$ cat config.mk
export PLATFORM = sky130hd
export DESIGN_NAME = gpio_debounce_irq
export DESIGN_NICKNAME = d
export VERILOG_FILES = /design/src/rtl/gpio_pkg.sv /design/src/rtl/gpio_debounce_cell.sv /design/src/rtl/gpio_debounce_irq.sv
export SDC_FILE = /design/constraint.sdc
export NUM_CORES = 1
export LEC_CHECK = 0
export ABC_AREA = 1
export CORE_UTILIZATION = 52
export DETAILED_ROUTE_END_ITERATION = 10
export PLACE_DENSITY_LB_ADDON = 0.05
export RECOVER_POWER = 100
export SYNTH_ARGS = -nofsm -noshare
export SYNTH_HDL_FRONTEND = slang
export SYNTH_SLANG_ARGS = --single-unit
$ cat constraint.sdc
create_clock -name PCLK -period 1.5 [get_ports PCLK]
set_input_delay 0.15 -clock PCLK [delete_from_list [all_inputs] [get_ports PCLK]]
set_output_delay 0.15 -clock PCLK [all_outputs]
set_load 0.02 [all_outputs]
$ cat src/rtl/gpio_pkg.sv
// Shared defaults, encodings and the per-pin event helper for the GPIO
// debounce / interrupt block.
package gpio_pkg;

    localparam int N_PINS_DEF = 32;
    localparam int CNT_W_DEF  = 8;

    typedef enum logic {
        IRQ_TYPE_LEVEL = 1'b0,
        IRQ_TYPE_EDGE  = 1'b1
    } irq_type_e;

    typedef enum logic {
        IRQ_POL_LOW  = 1'b0,
        IRQ_POL_HIGH = 1'b1
    } irq_pol_e;

    // Edge mode uses the db_q/db_prev transition (irq_both overrides polarity);
    // level mode looks only at the current debounced value.
    function automatic logic pin_event(
        input logic type_bit,
        input logic pol_bit,
        input logic both_bit,
        input logic db,
        input logic prev
    );
        logic rise;
        logic fall;
        rise = db & ~prev;
        fall = ~db & prev;
        if (type_bit == IRQ_TYPE_EDGE) begin
            if (both_bit) return rise | fall;
            return (pol_bit == IRQ_POL_HIGH) ? rise : fall;
        end
        return (pol_bit == IRQ_POL_HIGH) ? db : ~db;
    endfunction

endpackage

$ cat src/rtl/gpio_debounce_cell.sv
// One pin's debounce counter and debounced value, with a bypass path that
// simply registers the synchronized input.
module gpio_debounce_cell
    import gpio_pkg::*;
#(
    parameter int CNT_W = CNT_W_DEF
) (
    input  logic             PCLK,
    input  logic             PRESETn,
    input  logic             sync_in,
    input  logic             db_en,
    input  logic [CNT_W-1:0] threshold,
    output logic             db_out
);

    logic [CNT_W-1:0] r_cnt;
    logic             r_db_q;
    logic [CNT_W-1:0] w_thr_m1;
    logic             w_diff;
    logic             w_commit;

    // A zero threshold behaves as one, so the compare limit never underflows.
    assign w_thr_m1 = (threshold == '0) ? '0 : threshold - CNT_W'(1);
    assign w_diff   = (sync_in != r_db_q);
    assign w_commit = w_diff && (r_cnt >= w_thr_m1);

    // NOTE: sequential state uses non-blocking assignments only, so every
    // register samples pre-edge values regardless of statement order.
    always_ff @(posedge PCLK or negedge PRESETn) begin
        if (!PRESETn) begin
            r_cnt  <= '0;
            r_db_q <= 1'b0;
        end else if (!db_en) begin
            r_db_q <= sync_in;
            r_cnt  <= '0;
        end else if (!w_diff) begin
            r_cnt  <= '0;
        end else if (w_commit) begin
            r_db_q <= sync_in;
            r_cnt  <= '0;
        end else begin
            r_cnt  <= r_cnt + CNT_W'(1);
        end
    end

    assign db_out = r_db_q;

endmodule

$ cat src/rtl/gpio_debounce_irq.sv
// Per-pin debounce, edge/level event detection, sticky W1C interrupt status
// and single interrupt line for the GPIO bank.
module gpio_debounce_irq
    import gpio_pkg::*;
#(
    parameter int N_PINS = N_PINS_DEF,
    parameter int CNT_W  = CNT_W_DEF
) (
    input  logic              PCLK,
    input  logic              PRESETn,
    input  logic [N_PINS-1:0] sync_gpio_in,
    input  logic [N_PINS-1:0] db_enable,
    input  logic [CNT_W-1:0]  db_threshold,
    input  logic [N_PINS-1:0] irq_en,
    input  logic [N_PINS-1:0] irq_type,
    input  logic [N_PINS-1:0] irq_pol,
    input  logic [N_PINS-1:0] irq_both,
    input  logic [N_PINS-1:0] irq_clear,
    output logic [N_PINS-1:0] db_gpio_in,
    output logic [N_PINS-1:0] irq_status,
    output logic              irq
);

    logic [N_PINS-1:0] w_db_q;
    logic [N_PINS-1:0] r_db_prev;
    logic [N_PINS-1:0] r_irq_status;
    logic [N_PINS-1:0] w_event;

    for (genvar g = 0; g < N_PINS; g++) begin : g_pin
        gpio_debounce_cell #(
            .CNT_W (CNT_W)
        ) u_cell (
            .PCLK      (PCLK),
            .PRESETn   (PRESETn),
            .sync_in   (sync_gpio_in[g]),
            .db_en     (db_enable[g]),
            .threshold (db_threshold),
            .db_out    (w_db_q[g])
        );
    end

    // NOTE: every always_comb output gets a default first so no path can
    // leave it unassigned and infer a latch.
    always_comb begin
        w_event = '0;
        for (int i = 0; i < N_PINS; i++) begin
            w_event[i] = pin_event(irq_type[i], irq_pol[i], irq_both[i],
                                   w_db_q[i], r_db_prev[i]);
        end
    end

    // Set wins over a simultaneous clear; irq_en gates setting as well as irq.
    always_ff @(posedge PCLK or negedge PRESETn) begin
        if (!PRESETn) begin
            r_db_prev    <= '0;
            r_irq_status <= '0;
        end else begin
            r_db_prev    <= w_db_q;
            r_irq_status <= (r_irq_status & ~irq_clear) | (w_event & irq_en);
        end
    end

    assign db_gpio_in = w_db_q;
    assign irq_status = r_irq_status;
    assign irq        = |(r_irq_status & irq_en);

endmodule

==> flow_summary.json <==
{
  "outcome": "finished, violations left",
  "violations": "setup timing",
  "end_kind": "primary output",
  "final_core_utilization_pct": 76.7,
  "irDropWorstVdd_mv": 0.931,
  "io_buffers": 298,
  "final_common_cell": "nand2_1",
  "worstPathMaxFanout": 2,
  "hp-class": "input port to register",
  "ys.flop_type": "dfrtp_1",
  "wl_per_cell_um": 15.4,
  "grt_pass1_wl_mm": 103,
  "async_reset_ff_share_pct": 100,
  "gr-total-overflow": 0,
  "clk_pin_slew_ns": 0.06,
  "drv_slew": 0,
  "synth-warning-count": 0,
  "ys_types": 27,
  "antenna_found_initial": 2,
  "drv_cap": 0,
  "skew_ns": 0.0110,
  "stdcell_count": 4123,
  "powerDensity_nw_per_um2": 761,
  "drcViolationCount": 0,
  "start_util_pct": 52.9,
  "postRouteAntennaNets": 0,
  "grt_pass1_vias": 21836,
  "placed_area_um2": 30600,
  "die_area_um2": 47200,
  "dr.pass1.iters": 5,
  "wl_met2_mm": 32.2,
  "setup_tns_ns": -102.53,
  "period_minus_slack_ns": 1.97,
  "synth_edf_count": 0,
  "area_growth_pct": 45.0,
  "total_power_mw": 26.6,
  "top_layer": "met5",
  "max_freq_mhz": 507,
  "ff2ff_path_depth": 10,
  "cts-root-buf": "clkbuf_16",
  "core.rowCount": 78,
  "worstHoldPathCells": 2,
  "dr_total_vias": 21001,
  "cts_max_path_buffers": 3,
  "leakage_nw": 16.7,
  "drt-met1-wl_mm": 27.5,
  "place_ws_ns": -1.53,
  "chipWidth_um": 217,
  "setup_viol": 343,
  "final_nets": 4090,
  "synthCells": 2836,
  "core_area_um2": 45600,
  "critPathArrivalTime_ns": 1.82,
  "finalWirelength_mm": 63.4,
  "place.gp.congestion": 0.840,
  "worst_slack_ns": -0.472,
  "cts_tree": "done",
  "placed_cells": 4003,
  "hpwl_mm": 43.7,
  "cts.sinks": 352,
  "crit_type": "register to primary output",
  "cp.required_ns": 1.35,
  "whs_ns": 0.137,
  "drive_gt1_share_pct": 27.1,
  "clk_latency_ns": 0.56,
  "cts.htree.levels": 2,
  "vias_per_cell": 5.09,
  "wl_met3_mm": 2.38,
  "final_cell_mix": "nand2_1 (478), inv_1 (354), dfrtp_1 (352), buf_4 (258), clkdlybuf4s50_1 (257)",
  "seq_area_frac_synth_pct": 36.5,
  "synth-seq-cells": 352,
  "synthesis.area_um2": 24100,
  "synth_nets": 3423,
  "tightest_slew_ns": 1.16,
  "final_hold_viol_count": 0,
  "grt_setup_unrepaired": "yes",
  "worstSetupStartpointType": "register",
  "synth_area_per_cell_um2": 8.50,
  "cts_inserted_buffers": 42,
  "pin_count": 299,
  "slew-limit-headroom_pct": 22.6,
  "die_h_um": 217,
  "fin_area_um2": 35000,
  "fin_crit_sh_pct": 131,
  "grt.total_usage_pct": 26.8,
  "grt_max_degree": 58,
  "first_iter_violations": 838
}
-- cell usage after synthesis (all sizes together), types with 2 or more instances --
library cell	instances	share of area, %
nand2	585	9.4
nor2	394	6.3
inv	360	5.6
ha	353	18
dfrtp	352	37
xor2	188	7.7
nand3	164	4.1
o21ai	101	2.1
a21oi	96	2.0
nand4	41	1.1
xnor2	36	1.3
a21boi	33	1.0
nand3b	33	1.0
buf	32	1.0
mux2i	32	1.3
o21a	32	1.0
or2	2	0.052
-- worst max-delay path: stages (launching register included) --
cell,delay [ns]
dfrtp_1,0.37
nand2_1,0.17
nand4_1,0.23
nor2_2,0.21
nand4_1,0.11
buf_2,0.18
-- layout make-up --
class	count	area [um^2]
Inverter	360	1370
Sequential cell	352	8810
Antenna cell	1	2.50
Timing Repair Buffer	655	6360
Clock buffer	55	1170
Clock inverter	8	43.8
Multi-Input combinational cell	2092	16400
Fill cell	3133	10600
Tap cell	600	751
-- kinds of logic (layout without fill, tap and decap cells) --
family	Yosys count	count (layout)	share of synthesized area (%)
AO/OA/AOI/OAI	263	263	6.15
XOR/XNOR	224	224	9.01
adder cells (fa/ha/maj)	353	353	18.3
buffers and inverters	392	1078	6.60
flip-flops	352	352	36.5
multiplexers	32	32	1.33
other	0	1	0
AND/OR/NAND/NOR	1220	1220	22.0
-- registers in the layout (all words and copies together) (netlist names) --
register	flops
irq_status	32
g_pin.u_cell.db_out	32
g_pin.u_cell.r_cnt	256
r_db_prev	32
-- layer usage --
layer	global-route usage, %	up-vias
met2	47.5	336
met3	3.98	98
li1	-	10470
met4	9.04	2
met5	0	-
met1	33.2	10095
-- timing repair --
action	CTS	global route
gates cloned	6	0
hold endpoints to repair	352	0
buffers inserted	38	23
pin swaps	153	144
setup endpoints to repair	353	337
hold buffers	1	0
gates resized for setup	448	224
-- worst paths after layout --
path                                      startpoint                         to  slack [ns]
hold reg to reg            g_pin[11].u_cell.r_cnt[0]  g_pin[11].u_cell.r_cnt[0]        0.47
max in group asynchronous                    PRESETn  g_pin[10].u_cell.r_cnt[4]        0.07
setup / recovery                       irq_status[2]                        irq       -0.47
min in group asynchronous                    PRESETn             irq_status[12]        0.35
hold / removal                         irq_clear[11]             irq_status[11]        0.14
setup reg to reg            g_pin[5].u_cell.r_cnt[1]   g_pin[5].u_cell.r_cnt[5]       -0.17
-- power breakdown --
part | internal [mW] | switching [mW] | total (mW)
clock | 5.41 | 4.02 | 9.43
combinational | 3.26 | 3.50 | 6.76
sequential | 9.95 | 0.453 | 10.4
Power figures use the tool's default switching activity.
